[src/rtl/decoder_sequencer.sv]
// -----------------------------------------------------------------------------
// decoder_sequencer
//
// Registered 1-of-N decoder with three ways of moving the active output.
// It is used for digit/row strobing and channel select.
//   DIRECT : the active output is set from a loaded address.
//   STEP   : the active output advances by one on every clock that step is high.
//   SCAN   : the active output advances automatically once every DIV enabled
//            clocks.
//   HOLD   : the active index is frozen.
//
// z is registered from the next-state index, so z and idx change on the same
// edge.
//
// Parameters
//   SEL_W      width of sel/idx (2 <= NUM_OUT <= 2**SEL_W)
//   NUM_OUT    number of decoded outputs; idx wraps NUM_OUT-1 -> 0
//   DIV        SCAN prescale, one advance per DIV enabled clocks (DIV >= 1)
//   ACTIVE_LOW 1 = z asserted low / inactive high (idx, wrap unaffected)
//
// Ports
//   clk    in   rising-edge clock
//   reset  in   synchronous active-high reset, highest priority
//   en     in   1 = z driven; 0 = z inactive and all state held
//   mode   in   00 DIRECT, 01 STEP, 10 SCAN, 11 HOLD
//   sel    in   DIRECT address, taken when load = 1 and sel < NUM_OUT
//   load   in   DIRECT load strobe
//   step   in   STEP advance level (no edge detection)
//   z      out  registered one-hot decode of idx
//   idx    out  current active index
//   wrap   out  one-cycle pulse on the edge where idx wraps NUM_OUT-1 -> 0
// -----------------------------------------------------------------------------
module decoder_sequencer #(
  parameter int SEL_W      = 3,
  parameter int NUM_OUT    = 8,
  parameter int DIV        = 4,
  parameter bit ACTIVE_LOW = 1'b0
) (
  input  logic               clk,
  input  logic               reset,
  input  logic               en,
  input  logic [1:0]         mode,
  input  logic [SEL_W-1:0]   sel,
  input  logic               load,
  input  logic               step,
  output logic [NUM_OUT-1:0] z,
  output logic [SEL_W-1:0]   idx,
  output logic               wrap
);

  typedef enum logic [1:0] {
    MODE_DIRECT = 2'b00,
    MODE_STEP   = 2'b01,
    MODE_SCAN   = 2'b10,
    MODE_HOLD   = 2'b11
  } mode_e;

  // The prescaler needs at least one bit even when DIV = 1.
  localparam int PRE_W = (DIV > 1) ? $clog2(DIV) : 1;

  localparam logic [SEL_W-1:0]   IDX_LAST = SEL_W'(NUM_OUT - 1);
  localparam logic [SEL_W:0]     SEL_LIM  = (SEL_W + 1)'(NUM_OUT);
  localparam logic [PRE_W-1:0]   PRE_LAST = PRE_W'(DIV - 1);
  localparam logic [NUM_OUT-1:0] Z_IDLE   = ACTIVE_LOW ? '1 : '0;

  mode_e              mode_s;
  logic [SEL_W-1:0]   idx_d,  idx_q;
  logic [PRE_W-1:0]   pre_d,  pre_q;
  logic               wrap_d, wrap_q;
  logic [NUM_OUT-1:0] z_d,    z_q;
  logic [SEL_W-1:0]   idx_inc;
  logic               idx_at_last;

  assign mode_s = mode_e'(mode);

  // Shared advance path for STEP and SCAN: wrap back to 0 after NUM_OUT-1.
  assign idx_at_last = (idx_q == IDX_LAST);
  assign idx_inc     = idx_at_last ? '0 : idx_q + 1'b1;

  // NOTE: every signal written here gets a default first, so no path can leave
  // one unassigned and infer a latch.
  always_comb begin
    idx_d  = idx_q;
    pre_d  = pre_q;
    wrap_d = 1'b0;

    if (en) begin
      // The prescaler only runs in SCAN; leaving SCAN restarts it at 0.
      pre_d = '0;
      unique case (mode_s)
        MODE_DIRECT: begin
          // Out-of-range addresses are dropped rather than aliased.
          if (load && ({1'b0, sel} < SEL_LIM)) begin
            idx_d = sel;
          end
        end
        MODE_STEP: begin
          if (step) begin
            idx_d  = idx_inc;
            wrap_d = idx_at_last;
          end
        end
        MODE_SCAN: begin
          if (pre_q == PRE_LAST) begin
            idx_d  = idx_inc;
            wrap_d = idx_at_last;
          end else begin
            pre_d = pre_q + 1'b1;
          end
        end
        MODE_HOLD: begin
          idx_d = idx_q;
        end
      endcase
    end

    // Decode the next-state index so z lines up with idx on the same edge.
    z_d = '0;
    for (int i = 0; i < NUM_OUT; i++) begin
      z_d[i] = en && (idx_d == SEL_W'(i));
    end
    if (ACTIVE_LOW) begin
      z_d = ~z_d;
    end
  end

  // NOTE: sequential state uses non-blocking assignments so all flops sample
  // their _d values from the same point in time.
  always_ff @(posedge clk) begin
    if (reset) begin
      idx_q  <= '0;
      pre_q  <= '0;
      wrap_q <= 1'b0;
      z_q    <= Z_IDLE;
    end else begin
      idx_q  <= idx_d;
      pre_q  <= pre_d;
      wrap_q <= wrap_d;
      z_q    <= z_d;
    end
  end

  assign z    = z_q;
  assign idx  = idx_q;
  assign wrap = wrap_q;

endmodule

[config.mk]
export PLATFORM = sky130hd
export DESIGN_NAME = decoder_sequencer
export DESIGN_NICKNAME = d
export VERILOG_FILES = /design/src/rtl/decoder_sequencer.sv
export SDC_FILE = /design/constraint.sdc
export NUM_CORES = 1
export LEC_CHECK = 0
export ABC_CLOCK_PERIOD_IN_PS = 5820
export BUFFER_PORTS_ARGS = -buffer_cell sky130_fd_sc_hd__buf_2
export CORE_MARGIN = 2
export CORE_UTILIZATION = 52
export DETAILED_ROUTE_END_ITERATION = 7
export HOLD_SLACK_MARGIN = 0.03
export PLACE_DENSITY = 0.88
export SETUP_SLACK_MARGIN = 0.15
export SLEW_MARGIN = 40
export SYNTH_ARGS = -nofsm -noshare
export SYNTH_HDL_FRONTEND = slang
export SYNTH_SLANG_ARGS = --single-unit
[constraint.sdc]
create_clock -name clk -period 5.82 [get_ports clk]
set_clock_uncertainty 0.2 [all_clocks]
set_input_delay 1.746 -clock clk [delete_from_list [all_inputs] [get_ports clk]]
set_output_delay 1.746 -clock clk [all_outputs]
set_load 0.1 [all_outputs]
**Yosys cells after proc, flatten, opt, wreduce, memory -nomap -nowiden**

Index checks and enable logic that the tools add are counted.

- Register bits after elaboration: 14
- Bits of input ports: 10
- Output and inout bits: 12
- Word-level logic and storage cells: 41

- Add/sub/neg operators: 2
- Eq/ne operators: 12
- Mux-type cells: 11
- Bitwise gates (word level): 1
- Reduce and logical (&&, ||, !) cells: 11

Operator list:

| kind | number |
|---|---|
| == test 3 bit, second input constant | 5 |
| two-way mux 3 bit | 5 |
| one-hot mux 3 bit (4 select lines) | 1 |
| logical AND 1 bit | 8 |
| == test 2 bit, second input constant | 3 |
| == test 3 x 2 -> 1 bit, second input constant | 2 |
| two-way mux 2 bit | 2 |
| adder 3 x 1 -> 3 bit, second input constant | 1 |
| == test 3 x 1 -> 1 bit, second input constant | 1 |
| zero test 3 bit | 1 |
| adder 2 x 1 -> 2 bit, second input constant | 1 |
| == test 2 x 1 -> 1 bit, second input constant | 1 |
| zero test 2 bit | 1 |
| two-way mux 1 bit | 2 |
| one-hot mux 1 bit (2 select lines) | 1 |
| OR reduction 2 bit | 1 |
| NOT 1 bit | 1 |

**Longest topological paths before layout**

- Word-level depth: 7
- Gate-level depth with buffers: 7
- Mapped depth without buffers: 6

**Least setup slack after synthesis**

OpenSTA, ideal clock, no wires.

- Path kind: input-to-reg
- Start: in mode[0]
- End: reg z_q[3], in the netlist z[3]
- Library setup time: 145 ps
- Arrival: 2,914 ps
- Path slack: 2,561 ps
- Stages: 6
- Buffers on the path: 0
- Cells stage by stage: inv_1 > ha_1 > a22oi_2 > nor4b_2 > a2111oi_2 > a211oi_1

- Word-level cells in the longest chain between the ends: 5
- Elaborated cells on any way between the ends: 8
- Those cells by class: 4 x eq/ne; 2 x mux; 2 x reduce/logical

Ends and longest elaborated chain:

| element | line | RTL |
|---|---|---|
| start: declaration | 42 | `input logic [1:0] mode,` |
| == test 2 bit (tied with other cells) | 90 | `unique case (mode_s)` |
| one-hot mux 3 bit (4 select lines) (*) | 90 |  |
| two-way mux 3 bit (*) | 87 | `if (en) begin` |
| == test 3 x 2 -> 1 bit (*) | 120 | `z_d[i] = en && (idx_d == SEL_W'(i));` |
| logical AND 1 bit (*) | 120 |  |
| end signal: assignment | 139 | `z_q <= z_d;` |
| end: declaration | 70 | `logic [NUM_OUT-1:0] z_d, z_q;` |

Every way passes the cells marked *; elsewhere a longest branch is shown, timed or not.
A chain may end at the register's enable or synchronous reset.

**Worst setup path after layout**

- Start: in mode[1]
- End: reg z_q[0], in the netlist z[0]

- Word-level cells in the longest chain between the ends: 5
- Elaborated cells on any way between the ends: 8
- Those cells by class: 3 x eq/ne; 2 x mux; 3 x reduce/logical

Ends and longest elaborated chain:

| element | line |
|---|---|
| == test 2 bit (tied with other cells) | 90 |
| one-hot mux 3 bit (4 select lines) (*) | 90 |
| two-way mux 3 bit (*) | 87 |
| zero test 3 bit (*) | 120 |
| logical AND 1 bit (*) | 120 |

Marked as above.

==> impl_metrics.py <==
metrics = {
    "outcome": {
        "status": "finished, final reports clean",
    },
    "yosys": {
        "avgSynthCellArea_um2": 9.888,
        "synth_enable_flop_cells": 0,
        "synth-async-reset-ratio": 0,
        "synth.cell_area_um2": 711.9,
        "ys_types": 29,
        "yosysSeqAreaShare": 0.3937,
        "syn_nets": 89,
        "syn_inst": 72,
        "yosysTopAreaCell": "dfxtp_1",
        "ys.flop_type": "dfxtp_1",
        "synth.area.top_cells": "dfxtp_1, ha_1, nor4_1, a211oi_1, mux2i_1",
        "ys_seq_elements": 14,
        "synth_top_area_frac": 0.3937,
        "yosys_warnings": 0,
    },
    "power_and_ir_drop": {
        "p_int_mw": 0.1317,
        "clockPowerShare": 0.290,
        "seq_power_share": 0.520,
        "comb_power_share": 0.190,
        "switchingPower_mw": 0.05882,
        "peakVddDrop_v": 0.00009561,
        "switching_share": 0.3088,
        "leakagePower_nw": 0.3881,
        "powerDensity_mw_per_mm2": 224.5,
        "total_power_mw": 0.1905,
    },
    "detailed_routing": {
        "via_per_inst": 6.119,
        "vias": 667,
        "post_drt_wl_per_cell_um": 14.91,
        "drt-pass1-iter-count": 4,
        "drc": 0,
        "initialDrtViolationCount": 11,
        "wl_mm": 1.625,
        "antenna_left": 0,
    },
    "placed_design": {
        "dp_hpwl_mm": 1.243,
        "io_buffer_count": 21,
        "gp_congestion": 0.9304,
    },
    "worst_setup_path": {
        "crit_path_top_delay_cell": "or4_1",
        "setup.worst_path.end": "z[0]",
        "critPathMaxStageDelay_ns": 0.55,
        "cp-start-kind": "input pin",
        "cp-end-kind": "flop",
        "ff2ff_setup_slack_ns": 3.80,
        "path_cells": "buf_2 > inv_1 > ha_1 > nand3b_1 > a31oi_1 > or4_1 > nor4_1",
        "critPathRequiredTime_ns": 5.81,
        "worstRegToRegCells": 5,
        "cp_max_fo": 10,
        "cp_data_arrival_time_ns": 3.33,
        "regToRegEndpoint": "z[7]",
        "critPathKind": "input pin to flop",
        "critPathLaunch": "mode[1]",
        "r2r-start": "pre_q[0]",
    },
    "sta": {
        "finalCritPeriodShare": 0.5730,
        "rsz0062_at_grt": "false",
        "clock.fmax_ghz": 0.2998,
        "tns_ns": 0,
        "drv_slew": 0,
        "tightest_slew_ns": 0.6051,
        "finalHoldViolations": 0,
        "timing.hold.ws_ns": 0.2604,
        "finalSetupViolations": 0,
        "relSlewSlack": 0.5958,
        "fin_crit_ns": 3.335,
    },
    "global_routing": {
        "grt_pass1_wl_mm": 2.359,
        "grt_usage": 0.2281,
        "grt_start_max_net_pins": 11,
        "grt_pass1_vias": 559,
        "overflow": 0,
        "antenna_found_initial": 0,
    },
    "final_layout": {
        "utilization": 0.6602,
        "areaGrowthSynthToFinish_pct": 19.16,
        "drive_gt1_frac": 0.3085,
        "diodes": 0,
        "n_fill_cell": 106,
        "final_nets": 113,
    },
    "clock_tree": {
        "numCtsBuffers": 3,
        "clock_path_buffers": 2,
        "insertion_delay_ns": 0.29,
        "clk_pin_slew_ns": 0.08,
        "cts_setup_buffers": 0,
        "cts_resized": 0,
        "cts_hold_buffers": 0,
        "cts_tree": "built",
        "cts_sinks": 14,
        "cts_root_buf": "clkbuf_4",
        "cts_htree_levels": 1,
    },
    "flow_run": {
        "maxCapViolations": 0,
    },
    "floorplan": {
        "initial_utilization": 0.5540,
        "dieWidth_um": 41,
        "io_pins": 22,
        "design.core.area_mm2": 0.001285,
        "dieArea_mm2": 0.001681,
        "core.rowCount": 13,
        "die_y_um": 41,
    },
    "min_path": {
        "min_path_type": "flop to flop",
    },
}
## metrics by stage
stage,setup WS (ns),std cells,area (um^2)
after floorplan,2.561,72,711.9
after global placement,2.256,106,825.8
after detailed placement,2.187,106,825.8
after CTS,2.496,109,848.3
after global routing,2.336,109,848.3
final,2.485,109,848.3
## kinds of logic after synthesis
logic type | after synthesis | share of synthesized area
AO/OA/AOI/OAI | 18 | 0.2021
adder cells (fa/ha/maj) | 7 | 0.1230
buffers and inverters | 6 | 0.03514
flip-flops | 14 | 0.3937
multiplexers | 2 | 0.02812
AND/OR/NAND/NOR | 25 | 0.2179
## critical path: cells and delay by family
kind,cells,cell delay (ns)
AO/OA/AOI/OAI,1,0.06
buffers and inverters,2,0.20
adder cells (fa/ha/maj),1,0.37
AND/OR/NAND/NOR,3,0.94
## power by group through the flow
stage,clock network [mW],logic [mW],registers (mW)
floorplan,0,0.0146,0.113
global placement,0,0.0347,0.101
detailed placement,0,0.0357,0.101
CTS,0.0568,0.0360,0.0990
global route,0.0597,0.0386,0.0992
finish,0.0552,0.0363,0.0990
## placed cells by master (no fill, tap or decap), drive strengths merged, types with 2 or more instances in the layout
master	Yosys	routed
buf	2	21
dfxtp	14	14
ha	7	7
nor4	6	6
nand2	4	4
a211oi	4	4
inv	4	4
nand2b	3	3
a21oi	3	3
clkbuf	0	3
nand3	2	2
o22ai	2	2
and4	2	2
nand3b	2	2
mux2i	2	2
nor2	2	2
a31oi	2	2
## cell type report
cell class,count,area (um^2),area share
clock buffer,3,22.52,0.02655
timing repair buffer,21,105.1,0.1239
inverter,4,15.01,0.01770
sequential,14,280.3,0.3304
tap,15,18.77,0.02212
multi-input combinational,52,406.6,0.4794
## flip-flops by register name, summed over array words and instances (netlist names)
| name | cells |
|---|---|
| z | 8 |
| idx | 3 |
| pre_q | 2 |
| wrap | 1 |
## Yosys cell counts (2+ instances only)
master    number
a211oi_1       4
a21oi_1        3
and4_1         2
buf_2          2
dfxtp_1       14
ha_1           7
inv_1          3
mux2i_1        2
nand2_1        4
nand2b_1       3
nand3_1        2
nand3b_1       2
nor2_1         2
nor4_1         6
o22ai_1        2
## routing by layer
metal | part of all wire | vias up | track usage
li1 | - | 326 | -
met1 | 0.43 | 306 | 0.2647
met2 | 0.48 | 30 | 0.3828
met3 | 0.066 | 5 | 0.04891
met4 | 0.027 | 0 | 0.1250
met5 | 0 | - | 0
## worst min path at each step
stage / endpoint / slack, ns / cells past startpoint / startpoint
2_1_floorplan: pre_q[1] / 0.23 / 2 / pre_q[1]
3_3_place_gp: pre_q[1] / 0.24 / 2 / pre_q[1]
3_5_place_dp: pre_q[1] / 0.25 / 2 / pre_q[1]
4_1_cts: pre_q[1] / 0.26 / 2 / pre_q[1]
5_1_grt: pre_q[1] / 0.30 / 2 / pre_q[1]
6_report: pre_q[1] / 0.26 / 2 / pre_q[1]
Power figures use the tool's default switching activity.
